`src/rtl/alu_pkg.sv`:
```
// Shared constants for the RV32I execute-stage ALU.
// The op codes are {funct7[5], funct3}.
package alu_pkg;

   localparam int XLEN = 32;

   localparam logic [3:0] ALU_ADD  = 4'b0000;
   localparam logic [3:0] ALU_SUB  = 4'b1000;
   localparam logic [3:0] ALU_SLL  = 4'b0001;
   localparam logic [3:0] ALU_SLT  = 4'b0010;
   localparam logic [3:0] ALU_SLTU = 4'b0011;
   localparam logic [3:0] ALU_XOR  = 4'b0100;
   localparam logic [3:0] ALU_SRL  = 4'b0101;
   localparam logic [3:0] ALU_SRA  = 4'b1101;
   localparam logic [3:0] ALU_OR   = 4'b0110;
   localparam logic [3:0] ALU_AND  = 4'b0111;

endpackage

```
`src/rtl/alu_addsub.sv`:
```
// Shared 33-bit adder/subtractor. In subtract mode the extra bit is the borrow,
// which is also the unsigned less-than result.
module alu_addsub
   import alu_pkg::*;
(
   input  logic [XLEN-1:0] a,
   input  logic [XLEN-1:0] b,
   input  logic            sub,
   output logic [XLEN-1:0] sum,
   output logic            carry,
   output logic            overflow
);

   logic [XLEN:0] wide;

   always_comb begin
      if (sub) begin
         wide = {1'b0, a} - {1'b0, b};
      end else begin
         wide = {1'b0, a} + {1'b0, b};
      end
   end

   assign sum   = wide[XLEN-1:0];
   assign carry = wide[XLEN];

   always_comb begin
      if (sub) begin
         overflow = (a[XLEN-1] != b[XLEN-1]) && (sum[XLEN-1] != a[XLEN-1]);
      end else begin
         overflow = (a[XLEN-1] == b[XLEN-1]) && (sum[XLEN-1] != a[XLEN-1]);
      end
   end

endmodule

```
`src/rtl/alu.sv`:
```
// Registered-output 32-bit RV32I ALU: combinational datapath, then the result
// and the ZF/CF/OF/SF flags are captured together on each rising edge.
module alu
   import alu_pkg::*;
(
   input  logic            clk,
   input  logic            rst,
   input  logic [XLEN-1:0] a,
   input  logic [XLEN-1:0] b,
   input  logic [3:0]      op,
   output logic [XLEN-1:0] out,
   output logic            ZF,
   output logic            CF,
   output logic            OF,
   output logic            SF
);

   logic [XLEN-1:0] sum;
   logic            carry;
   logic            ovf;
   logic            use_sub;
   logic [4:0]      shamt;
   logic            lt_signed;
   logic [XLEN-1:0] result;
   logic            cf_next;
   logic            of_next;

   // SLT and SLTU borrow the subtractor for their comparisons
   assign use_sub = (op == ALU_SUB) || (op == ALU_SLT) || (op == ALU_SLTU);
   assign shamt   = b[4:0];

   alu_addsub u_addsub (
      .a        (a),
      .b        (b),
      .sub      (use_sub),
      .sum      (sum),
      .carry    (carry),
      .overflow (ovf)
   );

   assign lt_signed = sum[XLEN-1] ^ ovf;

   always_comb begin
      result = b;
      case (op)
         ALU_ADD,
         ALU_SUB:  result = sum;
         ALU_SLL:  result = a << shamt;
         ALU_SLT:  result = {{(XLEN-1){1'b0}}, lt_signed};
         ALU_SLTU: result = {{(XLEN-1){1'b0}}, carry};
         ALU_XOR:  result = a ^ b;
         ALU_SRL:  result = a >> shamt;
         ALU_SRA:  result = $unsigned($signed(a) >>> shamt);
         ALU_OR:   result = a | b;
         ALU_AND:  result = a & b;
         default:  result = b;
      endcase
   end

   always_comb begin
      cf_next = 1'b0;
      of_next = 1'b0;
      if ((op == ALU_ADD) || (op == ALU_SUB)) begin
         cf_next = carry;
         of_next = ovf;
      end
   end

   always_ff @(posedge clk or posedge rst) begin
      if (rst) begin
         out <= '0;
         ZF  <= 1'b0;
         CF  <= 1'b0;
         OF  <= 1'b0;
         SF  <= 1'b0;
      end else begin
         out <= result;
         ZF  <= (result == '0);
         CF  <= cf_next;
         OF  <= of_next;
         SF  <= result[XLEN-1];
      end
   end

endmodule

```
`config.mk`:
```
export PLATFORM = sky130hd
export DESIGN_NAME = alu
export DESIGN_NICKNAME = d
export VERILOG_FILES = /design/src/rtl/alu_pkg.sv /design/src/rtl/alu_addsub.sv /design/src/rtl/alu.sv
export SDC_FILE = /design/constraint.sdc
export NUM_CORES = 1
export LEC_CHECK = 0
export ABC_AREA = 1
export CAP_MARGIN = 20
export CORE_UTILIZATION = 55
export CTS_BUF_LIST = sky130_fd_sc_hd__clkbuf_4 sky130_fd_sc_hd__clkbuf_8
export CTS_CLUSTER_SIZE = 12
export DETAILED_ROUTE_END_ITERATION = 8
export HOLD_SLACK_MARGIN = 0.06
export PLACE_DENSITY = 0.87
export SETUP_SLACK_MARGIN = 0.5
export SLEW_MARGIN = 20
export SYNTH_ARGS = -nofsm -noshare
export SYNTH_HDL_FRONTEND = slang
export SYNTH_SLANG_ARGS = --single-unit
```
`constraint.sdc`:
```
create_clock -name clk -period 1.21 [get_ports clk]
set_input_delay 0.242 -clock clk [delete_from_list [all_inputs] [get_ports clk]]
set_output_delay 0.242 -clock clk [all_outputs]
set_load 0.02 [all_outputs]
```
==> results of run 1 <==
## synthesized netlist by cell type (3+ instances only)
library cell    n
nand2_1       636
nand3_1       396
inv_1         226
nor2_1        162
ha_1           98
a21oi_1        47
dfrtp_1        35
o21ai_0        35
buf_2          31
xor2_1         31
o211ai_1       18
nand3b_1       16
nand4_1        16
clkbuf_1       15
nor3_1         15
o21ai_1        15
buf_1          13
buf_4           9
inv_2           8
a221oi_1        6
buf_6           6
o21bai_1        5
or2_2           5
a21o_1          4
and2_1          4
a211oi_1        3
nand2_2         3
## layer usage
layer  GRT overflow  track usage
met3              0        0.537
met5              0        0.192
met2             21        0.863
met4             16        0.657
met1              0        0.707
## kinds of logic after synthesis
logic type                 after synthesis  synth area share
AOI/OAI and AO/OA                      142            0.0841
buffers and inverters                  310             0.129
adders and majority gates               99             0.125
xor gates and xnor gates                32            0.0281
and+or+nand+nor                       1262             0.546
DFF                                     35            0.0879
## per-stage QoR
stage	util	TNS, ps
3_3_place_gp	0.779	-79620
4_1_cts	0.845	-60130
3_5_place_dp	0.779	-83900
2_1_floorplan	-	-48380
## what timing repair did
action / CTS
setup endpoints to repair: 71
resized for setup: 433
pin swaps: 90
gates cloned: 2
hold endpoints to repair: 0
setup buffers: 40
==> impl_results.md, run 1 <==
- Status: aborted with a tool error
- Fail Step: 5_1_grt
- Stop err: [ERROR GRT-0116] Global routing finished with congestion. Check the congestion regions in the DRC Viewer.
- Post-synth top area cell: nand2_1
- Synth area leaders: nand2_1, nand3_1, ha_1
- Port Buffers: 105
- Cell Rows: 48
- Placed instance area: 13,600 um^2
- First-pass GRT wire length: 97,700 um
- Cts hold-fix bufs: 0
- Share of the synthesized area in the top cell type: 0.240
- Initial Utilization: 0.570
- HPWL Detailed: 35,900 um
- Post-synth EDFFs: 0
- Register area share after synthesis: 0.0879
- Primary FF master, synth: dfrtp_1
- Synthesized flop and latch total: 35
- CTS buffer count: 5
- Share of synthesized flip-flops with an asynchronous set or reset: 1.00
- Post-synth cell types: 44
- IO Pins: 106
- Vias in the first global route: 17,000
- Dpl ws: -2890 ps
- Die Span X: 137 um
- Synth Net Count: 2,049
- Clock Sinks: 35
- Syn Area/Cell: 5.30 um^2
- Clock Tree Buf Depth: 2
- CTS root buffer: clkbuf_8
- Synth Warn #: 0
- Total Routing Usage GR: 0.693
- GRT overflow: 37
- GPL Wtd Cong: 1.20
- Cell count after placement: 2,442
- Mapped Cells: 1,880
- Pin count of the biggest net entering global routing: 75
- Die H: 137 um
- H-tree depth: 2
- Mapped Area: 9970 um^2
==> inputs of run 2 (changes only) <==
==> config.mk (replaced) <==
export PLATFORM = sky130hd
export DESIGN_NAME = alu
export DESIGN_NICKNAME = d
export VERILOG_FILES = /design/src/rtl/alu_pkg.sv /design/src/rtl/alu_addsub.sv /design/src/rtl/alu.sv
export SDC_FILE = /design/constraint.sdc
export NUM_CORES = 1
export LEC_CHECK = 0
export ABC_AREA = 1
export CAP_MARGIN = 20
export CORE_UTILIZATION = 40
export DETAILED_ROUTE_END_ITERATION = 8
export PLACE_DENSITY_LB_ADDON = 0.15
export SLEW_MARGIN = 20
export SYNTH_ARGS = -nofsm -noshare
export SYNTH_HDL_FRONTEND = slang
export SYNTH_SLANG_ARGS = --single-unit
==> run 2 against run 1 <==
Against the previous run: the flow now finishes, with violations (setup timing); synthesized cell count is the same; area after synthesis is the same.
==> impl_results.md, run 2 <==
- RSZ-0062 raised after global routing: yes
- Placed instance area: 14,100 um^2 (was 13,600 um^2)
- Register area share after synthesis: 0.0879 (unchanged)
- Initial Utilization: 0.409 (was 0.570)
- Total Routing Usage GR: 0.371
- Commonest non-fill, non-tap cell in the layout: nand2_1
- Routed Antenna Nets: 0
- Max-Cap Viols: 0
- Clock Sinks: 35 (unchanged)
- Max FFs per register: 31
- CP max-delay cell: ha_1
- Worst-Margin Slew: 986 ps
- Die Span X: 160 um (was 137 um)
- Vias per Instance: 5.45
- CP delay by family, top: simple AND/OR/NAND/NOR gates
- Min cycle time layout: 3400 ps
- Util after Layout: 0.673
- Die H: 160 um (was 137 um)
- HPWL Detailed: 39,800 um (was 35,900 um)
- Mapped Area: 9970 um^2 (unchanged)
- Largest register by flop count: out
- Die Footprint: 25,600 um^2
- GRT overflow: 0
- Slew Limit Fails: 0
- Fmax: 294 MHz
- Drt drc: 0
- CTS tree: done
- DR WL/cell: 18.7 um
- Placeable Area: 24,400 um^2
- Finished Cell Area: 16,400 um^2
- Hold Violations, Final: 0
- IO Pins: 106 (unchanged)
- Final cycle utilization of the critical path: 2.81
- CP bufs+invs: 1
- GPL Wtd Cong: 1.02 (was 1.20)
- First-pass GRT wire length: 73,200 um
- Vias in the first global route: 13,200
- Critical-path maximum fanout: 4
- CP peak stage delay: 340 ps
- Top post-synthesis cells by count: nand2_1, nand3_1, inv_1 (unchanged)
- Worst path most repeated cell: nand2_2
- Failing checks: setup timing
- Cell Rows: 57 (was 48)
- CTS buffer count: 5 (unchanged)
- First-pass iteration count of the detailed router: 7
- CTS root buffer: clkbuf_16 (was clkbuf_8)
- HP Class: input pin to asynchronous set/reset pin
- Crit path DAT: 3610 ps
- Share of cells above drive strength 1: 0.345
- Clock Tree Buf Depth: 2 (unchanged)
- Critical path endpoint category: flop
- Share of the synthesized area in the top cell type: 0.240 (unchanged)
- WP data required: 1420 ps
- Most numerous cell in the Yosys netlist: nand2_1 (unchanged)
- Dpl ws: -3030 ps (was -2890 ps)
- Layout net count: 2,510
- Starting DRT DRC Count: 1,473
- Post-synth EDFFs: 0 (unchanged)
- WS Path Type: input pin to flop
- Clk slew on worst S/H paths: 50 ps
- Pin count of the biggest net entering global routing: 71
- PnR worst setup slack: -2190 ps
- Syn Area/Cell: 5.30 um^2 (unchanged)
- Post-synth top area cell: nand2_1 (unchanged)
- Status: finished with violations (was aborted with a tool error)
- Cts hold-fix bufs: 0 (unchanged)
- Via count: 14,500
- Final wirelength: 49,900 um
- Primary FF master, synth: dfrtp_1 (unchanged)
- Synthesized flop and latch total: 35 (unchanged)
- Port Buffers: 105 (unchanged)
- Mapped Cells: 1,880 (unchanged)
- Sum of negative setup slack: -59,060 ps
- Power Density: 678 nW/um^2
- Setup violations, final: 35
- Synth area leaders: nand2_1, nand3_1, ha_1 (unchanged)
- H-tree depth: 2 (unchanged)
- Critical Path Source Type: input pin
- Synth Warn #: 0 (unchanged)
- Synth Net Count: 2,049 (unchanged)
- Post-synth cell types: 44 (unchanged)
- LEAKAGE: 0.00879 uW
- Share of synthesized flip-flops with an asynchronous set or reset: 1.00 (unchanged)
- Initial antenna violation count: 1
- Synth-to-layout area growth: 64.7%
- VDD IR max: 0.856 mV
- Commonest non-fill, non-tap cells in the layout: nand2_1, buf_4, nand3_1, inv_1, nor2_1
- Worst rel slew slack: 0.342
run 2: cell counts after synthesis:
No cell type changed its count.
run 2: timing repair:
item                       in CTS  in global routing
setup buffers                  38                 33
pin swaps                      77                167
gates resized for setup       273                264
setup endpoints to repair      71                 47
run 2: cells by family (layout without fill, tap and decap cells):
family	Yosys count	in the layout	share of synthesized area
simple gates	1262	1262	0.546
buf+inv	310	772	0.129
compound gates	142	142	0.0841
fa+ha+maj	99	99	0.125
flops	35	35	0.0879
xor+xnor	32	32	0.0281
other cells	0	1	0
run 2: final cells by class:
class / count / area, um^2
Antenna cell: 1 / 2.50
Clock buffer: 8 / 156
Fill cell: 2206 / 7980
Inverter: 236 / 928
Multi-Input combinational cell: 1535 / 9610
Sequential cell: 35 / 876
Tap cell: 324 / 405
Timing Repair Buffer: 528 / 4440
run 2: per-layer routing:
| metal | routed length, um | vias up | track usage | part of all wire |
|---|---|---|---|---|
| li1 | - | 7021 | - | - |
| met1 | 20200 | 6611 | 0.484 | 0.41 |
| met2 | 22500 | 779 | 0.608 | 0.45 |
| met3 | 4240 | 137 | 0.0377 | 0.085 |
| met4 | 2950 | 0 | 0.191 | 0.059 |
| met5 | 0 | - | 0 | 0 |
run 2: final timing paths:
kind | startpoint | end | cells after the start | slack [ps]
min in group clk | b[4] | out[6] | 7 | 760
max | b[0] | ZF | 28 | -2190
max in group asynchronous | rst | out[3] | 3 | 730
min | rst | out[18] | 3 | 310
run 2: metrics by stage:
step / cells / hold WS, ps / total power (uW)
after floorplan: 1880 / 380 / 4970
after global placement: 2597 / 608 / 8060
after detailed placement: 2597 / 595 / 8110
after CTS: 2640 / 314 / 10000
after global routing: 2666 / 342 / 11800
final: 2667 / 311 / 11100
run 2: power by group:
| group | internal (uW) | switching (uW) | leakage (uW) |
|---|---|---|---|
| sequential | 1320 | 34.2 | 0.000431 |
| clock | 873 | 418 | 0.0000772 |
| combinational | 3640 | 4850 | 0.00828 |
No activity file was read; power rests on OpenSTA's default activity.
==> inputs of run 3 (changes only) <==
==> constraint.sdc (replaced) <==
create_clock -name clk -period 4.2 [get_ports clk]
set_input_delay 0.84 -clock clk [delete_from_list [all_inputs] [get_ports clk]]
set_output_delay 0.84 -clock clk [all_outputs]
set_load 0.02 [all_outputs]
==> run 3 against run 2 <==
Against the previous run: the run now ends clean; worst setup slack gained 2300 ps; power shrank 76%; worst hold slack gained 720 ps; critical path depth shrank 5; cell area shrank 18%; critical path type unchanged; largest cell class unchanged; largest power group unchanged.
==> impl_results.md, run 3 (synthesized netlist as in run 2, its figures left out) <==
- PnR worst setup slack: 159 ps (was -2190 ps)
- Crit path launch: b[8] (was b[0])
- HP Class: input pin to asynchronous set/reset pin (unchanged)
- Clock Sinks: 35 (unchanged)
- Cell Rows: 57 (unchanged)
- Worst rel slew slack: 0.476 (was 0.342)
- Starting DRT DRC Count: 1,444 (was 1,473)
- Finished Cell Area: 13,400 um^2 (was 16,400 um^2)
- Critical-path maximum fanout: 4 (unchanged)
- LEAKAGE: 0.00730 uW (was 0.00879 uW)
- Min cycle time layout: 4040 ps
- WS Path Type: input pin to flop (unchanged)
- Fmax: 247 MHz
- Clock power share: 0.124 (was 0.116)
- Crit path DAT: 4260 ps (was 3610 ps)
- Vias per Instance: 5.49 (was 5.45)
- Synth-to-layout area growth: 34.4% (was 64.7%)
- Critical Path Source Type: input pin (unchanged)
- Via count: 13,600 (was 14,500)
- Cts hold-fix bufs: 0 (unchanged)
- Dpl ws: -717 ps (was -3030 ps)
- GPL Wtd Cong: 1.03 (was 1.02)
- Part of the power in registers: 0.147 (was 0.122)
- Die Span X: 160 um (unchanged)
- VDD IR max: 0.333 mV (was 0.856 mV)
- Placeable Area: 24,400 um^2 (unchanged)
- CTS root buffer: clkbuf_16 (unchanged)
- Power Density: 198 nW/um^2 (was 678 nW/um^2)
- Slew Limit Fails: 0 (unchanged)
- Worst-Margin Slew: 786 ps (was 986 ps)
- HPWL Detailed: 38,600 um (was 39,800 um)
- IO Pins: 106 (unchanged)
- CTS buffer count: 5 (unchanged)
- Die Footprint: 25,600 um^2 (unchanged)
- Initial antenna violation count: 1 (unchanged)
- Critical path endpoint category: flop (unchanged)
- Clk slew on worst S/H paths: 50 ps (about the same)
- First-pass iteration count of the detailed router: 6 (was 7)
- Final wirelength: 47,100 um (was 49,900 um)
- Commonest non-fill, non-tap cell in the layout: nand2_1 (unchanged)
- Comb pwr share: 0.728 (was 0.762)
- WP data required: 4420 ps (was 1420 ps)
- Port Buffers: 105 (unchanged)
- Total Routing Usage GR: 0.359 (was 0.371)
- Pin count of the biggest net entering global routing: 75 (was 71)
- CTS tree: done (unchanged)
- Initial Utilization: 0.409 (unchanged)
- Clock Tree Buf Depth: 2 (unchanged)
- Util after Layout: 0.549 (was 0.673)
- GRT overflow: 0 (unchanged)
- Final cycle utilization of the critical path: 0.962
- First-pass GRT wire length: 70,800 um (was 73,200 um)
- H-tree depth: 2 (unchanged)
- Vias in the first global route: 12,300 (was 13,200)
- Cell count after placement: 2,445 (was 2,597)
- DR WL/cell: 19.1 um (was 18.7 um)
- Max FFs per register: 31 (unchanged)
- Drt drc: 0 (unchanged)
- Status: complete, no violations (was finished with violations)
- Routed Antenna Nets: 0 (unchanged)
- Finished Layout Cells: 2,467 (was 2,667)
- Diode count: 0 (was 1)
- Placed instance area: 12,600 um^2 (was 14,100 um^2)
- Largest register by flop count: out (unchanged)
- Setup violations, final: 0 (was 35)
- Switch Pwr: 1280 uW (was 5300 uW)
- Commonest non-fill, non-tap cells in the layout: nand2_1, nand3_1, inv_1, buf_4, nor2_1 (was nand2_1, buf_4, nand3_1, inv_1, nor2_1)
- Die H: 160 um (unchanged)
- Cell-internal power: 1380 uW (was 5830 uW)
- Switching share of power: 0.480 (was 0.476)
- Layout net count: 2,311 (was 2,510)
- Share of cells above drive strength 1: 0.180 (was 0.345)
- Hold Violations, Final: 0 (unchanged)
- Max-Cap Viols: 0 (unchanged)
==> run 3: area by class of cell <==
class / count / area, um^2
clock buffers: 7 / 133
well taps: 324 / 405
inverters: 236 / 895
repair buffers: 328 / 2740
flip-flops and latches: 35 / 876
clock inverters: 1 / 5.00
multi-input cells: 1535 / 8340
repair inverters: 1 / 5.00
fillers: 2631 / 11000
==> run 3: through the flow <==
stage	TNS, ps	hold slack, ps	total power [uW]
after floorplan	0	978	1360
after global placement	-5350	1330	2150
after detailed placement	-6220	1340	2160
after CTS	0	1060	2520
after global routing	-118	1120	2860
final	0	1030	2660
==> run 3: timing repair <==
item / in CTS / in global routing
setup endpoints to repair: 7 / 19
endpoints found under the hold margin: 0 / 0
pin swaps: 23 / 43
buffers inserted: 6 / 7
cloned: 0 / 1
gates resized for setup: 32 / 136
==> run 3: power groups by stage <==
| stage | Combinational (uW) | Sequential [uW] | Clock, uW |
|---|---|---|---|
| after floorplan | 902 | 456 | 0 |
| after global placement | 1760 | 397 | 0 |
| after detailed placement | 1760 | 398 | 0 |
| after CTS | 1790 | 392 | 337 |
| after global routing | 2110 | 396 | 354 |
| final | 1940 | 392 | 330 |
==> run 3: how the worst max path moves through the flow <==
stage / to / slack (ps)
6_report: out[0] / 160
4_1_cts: ZF / 10
3_5_place_dp: ZF / -720
2_1_floorplan: ZF / 220
3_3_place_gp: ZF / -760
5_1_grt: ZF / -80
==> run 3: per-layer routing <==
layer / share of wire / wire length (um) / global-route usage / up-vias
met4: 0.051 / 2400 / 0.172 / 2
met2: 0.45 / 21200 / 0.581 / 719
met1: 0.42 / 19600 / 0.478 / 6106
met3: 0.084 / 3980 / 0.0366 / 111
met5: 0.00025 / 12 / 0 / -
li1: - / - / - / 6616
==> run 3: critical path, cell delays in order <==
cell and delay (ps):
clkdlybuf4s50_1 520, nor2_1 210, nand2_2 110, nor2_4 170
nand3_2 110, nor2_2 140, a21oi_1 120, nor2_1 130
xor2_1 170, ha_1 320, a21o_1 210, nor2_1 90
nand2_1 70, a21oi_2 210, buf_4 160, nand3_1 80
nand3_2 90, nand2_1 60, nand3_1 60, nand2_1 70
buf_4 130, buf_4 130, inv_1 40
==> inputs of run 4 (changes only) <==
--- a/config.mk
+++ b/config.mk
@@ -10,6 +10,7 @@
 export CORE_UTILIZATION = 40
 export DETAILED_ROUTE_END_ITERATION = 8
 export PLACE_DENSITY_LB_ADDON = 0.15
+export REMOVE_ABC_BUFFERS = 1
 export SLEW_MARGIN = 20
 export SYNTH_ARGS = -nofsm -noshare
 export SYNTH_HDL_FRONTEND = slang
==> run 4 against run 3 <==
Against the previous run: fmax is 0.15% higher; utilization grew 2.0 points; clock power increased by 30%; global-route usage up 2.3 points; combinational power is 5% higher; worst hold slack lost 61 ps; largest power group unchanged; highest routed layer is now met4.
==> impl_results.md, run 4 (synthesized netlist as in run 2, its figures left out) <==
- Critical-path maximum fanout: 4 (unchanged)
- Initial Utilization: 0.409 (unchanged)
- WS Path Type: input pin to flop (unchanged)
- VDD IR max: 0.235 mV (was 0.333 mV)
- Routed Antenna Nets: 0 (unchanged)
- Critical Path Source Type: input pin (unchanged)
- Clk slew on worst S/H paths: 60 ps (was 50 ps)
- Pin count of the biggest net entering global routing: 68 (was 75)
- Fmax: 248 MHz (was 247 MHz)
- Placed instance area: 12,700 um^2 (was 12,600 um^2)
- Setup violations, final: 0 (unchanged)
- Finished Cell Area: 13,900 um^2 (was 13,400 um^2)
- WP data required: 4410 ps (was 4420 ps)
- Min cycle time layout: 4030 ps (was 4040 ps)
- Power Density: 206 nW/um^2 (was 198 nW/um^2)
- Die H: 160 um (unchanged)
- Max FFs per register: 31 (unchanged)
- HP Class: input pin to asynchronous set/reset pin (unchanged)
- CP delay by family, top: simple AND/OR/NAND/NOR gates (unchanged)
- Sum of negative setup slack: 0 ps (unchanged)
- CP bufs+invs: 4 (was 5)
- Drt drc: 0 (unchanged)
- Worst rel slew slack: 0.497 (was 0.476)
- Via count: 13,700 (was 13,600)
- Hold slack final: 967 ps (was 1030 ps)
- Commonest non-fill, non-tap cell in the layout: nand2_1 (unchanged)
- HPWL Detailed: 40,800 um (was 38,600 um)
- GRT overflow: 0 (unchanged)
- CTS tree: done (unchanged)
- First-pass iteration count of the detailed router: 6 (unchanged)
- Die Span X: 160 um (unchanged)
- Max-Cap Viols: 0 (unchanged)
- Final wirelength: 49,900 um (was 47,100 um)
- IO Pins: 106 (unchanged)
- Cell Rows: 57 (unchanged)
- Die Footprint: 25,600 um^2 (unchanged)
- Starting DRT DRC Count: 1,676 (was 1,444)
- Initial antenna violation count: 0 (was 1)
- Share of cells above drive strength 1: 0.207 (was 0.180)
- LEAKAGE: 0.00759 uW (was 0.00730 uW)
- First-pass GRT wire length: 74,300 um (was 70,800 um)
- Diode count: 0 (unchanged)
- Largest register by flop count: out (unchanged)
- H-tree depth: 2 (unchanged)
- GPL Wtd Cong: 1.04 (was 1.03)
- Status: complete, no violations (unchanged)
- CTS buffer count: 5 (unchanged)
- Critical path endpoint category: flop (unchanged)
- Commonest non-fill, non-tap cells in the layout: nand2_1, nand3_1, buf_4, inv_1, nor2_1 (was nand2_1, nand3_1, inv_1, buf_4, nor2_1)
- Total Routing Usage GR: 0.382 (was 0.359)
- CP max-delay cell: ha_1 (was clkdlybuf4s50_1)
- DR WL/cell: 20.0 um (was 19.1 um)
- Crit path DAT: 4240 ps (was 4260 ps)
- Clock Tree Buf Depth: 2 (unchanged)
- Clock Sinks: 35 (unchanged)
- Vias per Instance: 5.49 (about the same)
- Final cycle utilization of the critical path: 0.961 (was 0.962)
- Layout net count: 2,341 (was 2,311)
- Hold Violations, Final: 0 (unchanged)
- Worst-Margin Slew: 755 ps (was 786 ps)
- CP peak stage delay: 340 ps (was 520 ps)
- Vias in the first global route: 12,600 (was 12,300)
- CTS root buffer: clkbuf_16 (unchanged)
- Placeable Area: 24,400 um^2 (unchanged)
- Worst path most repeated cell: nand2_2
- Port Buffers: 105 (unchanged)
- Slew Limit Fails: 0 (unchanged)
- Synth-to-layout area growth: 39.3% (was 34.4%)
run 4: tightest hold or removal path, delay by kind of cell:
family / cells / cell delay, ps
buffers and inverters: 3 / 840
run 4: final cells by class:
class | count | area, um^2
sequential | 35 | 876
clock inverter | 2 | 35.0
tap | 324 | 405
timing repair buffer | 359 | 2990
multi-input combinational | 1535 | 8530
clock buffer | 6 | 139
inverter | 236 | 900
fill | 2566 | 10500
run 4: repair_timing:
item	CTS	global route
pin swaps	24	66
setup endpoints to repair	17	11
setup buffers	7	17
gates resized for setup	78	157
cloned	0	0
hold buffers	0	0
run 4: stage by stage:
step                 util  instances  setup WS [ps]  power [uW]
floorplan               -       1806           -195        1300
global route        0.569       2497          -45.9        3050
global placement    0.522       2465           -789        2200
CTS                 0.543       2480           14.7        2710
detailed placement  0.522       2465           -895        2210
finish              0.569       2497            165        2850
run 4: path summary, 6_finish.rpt:
| path | startpoint | end | slack (ps) | cells past startpoint |
|---|---|---|---|---|
| worst max-delay path | b[3] | ZF | 170 | 27 |
| worst min-delay path | rst | out[30] | 970 | 3 |
| max in group asynchronous | rst | out[13] | 2920 | 3 |
| min in group clk | op[1] | CF | 1220 | 5 |
run 4: routing by layer:
layer | GRT usage | vias up | part of all wire
li1 | - | 6682 | -
met1 | 0.525 | 6246 | 0.43
met5 | 0 | - | 0
met3 | 0.0281 | 126 | 0.079
met4 | 0.166 | 0 | 0.055
met2 | 0.614 | 656 | 0.44
run 4: power breakdown:
group | switching (uW) | internal (uW)
Sequential | 11.7 | 381
Combinational | 1210 | 824
Clock | 135 | 295
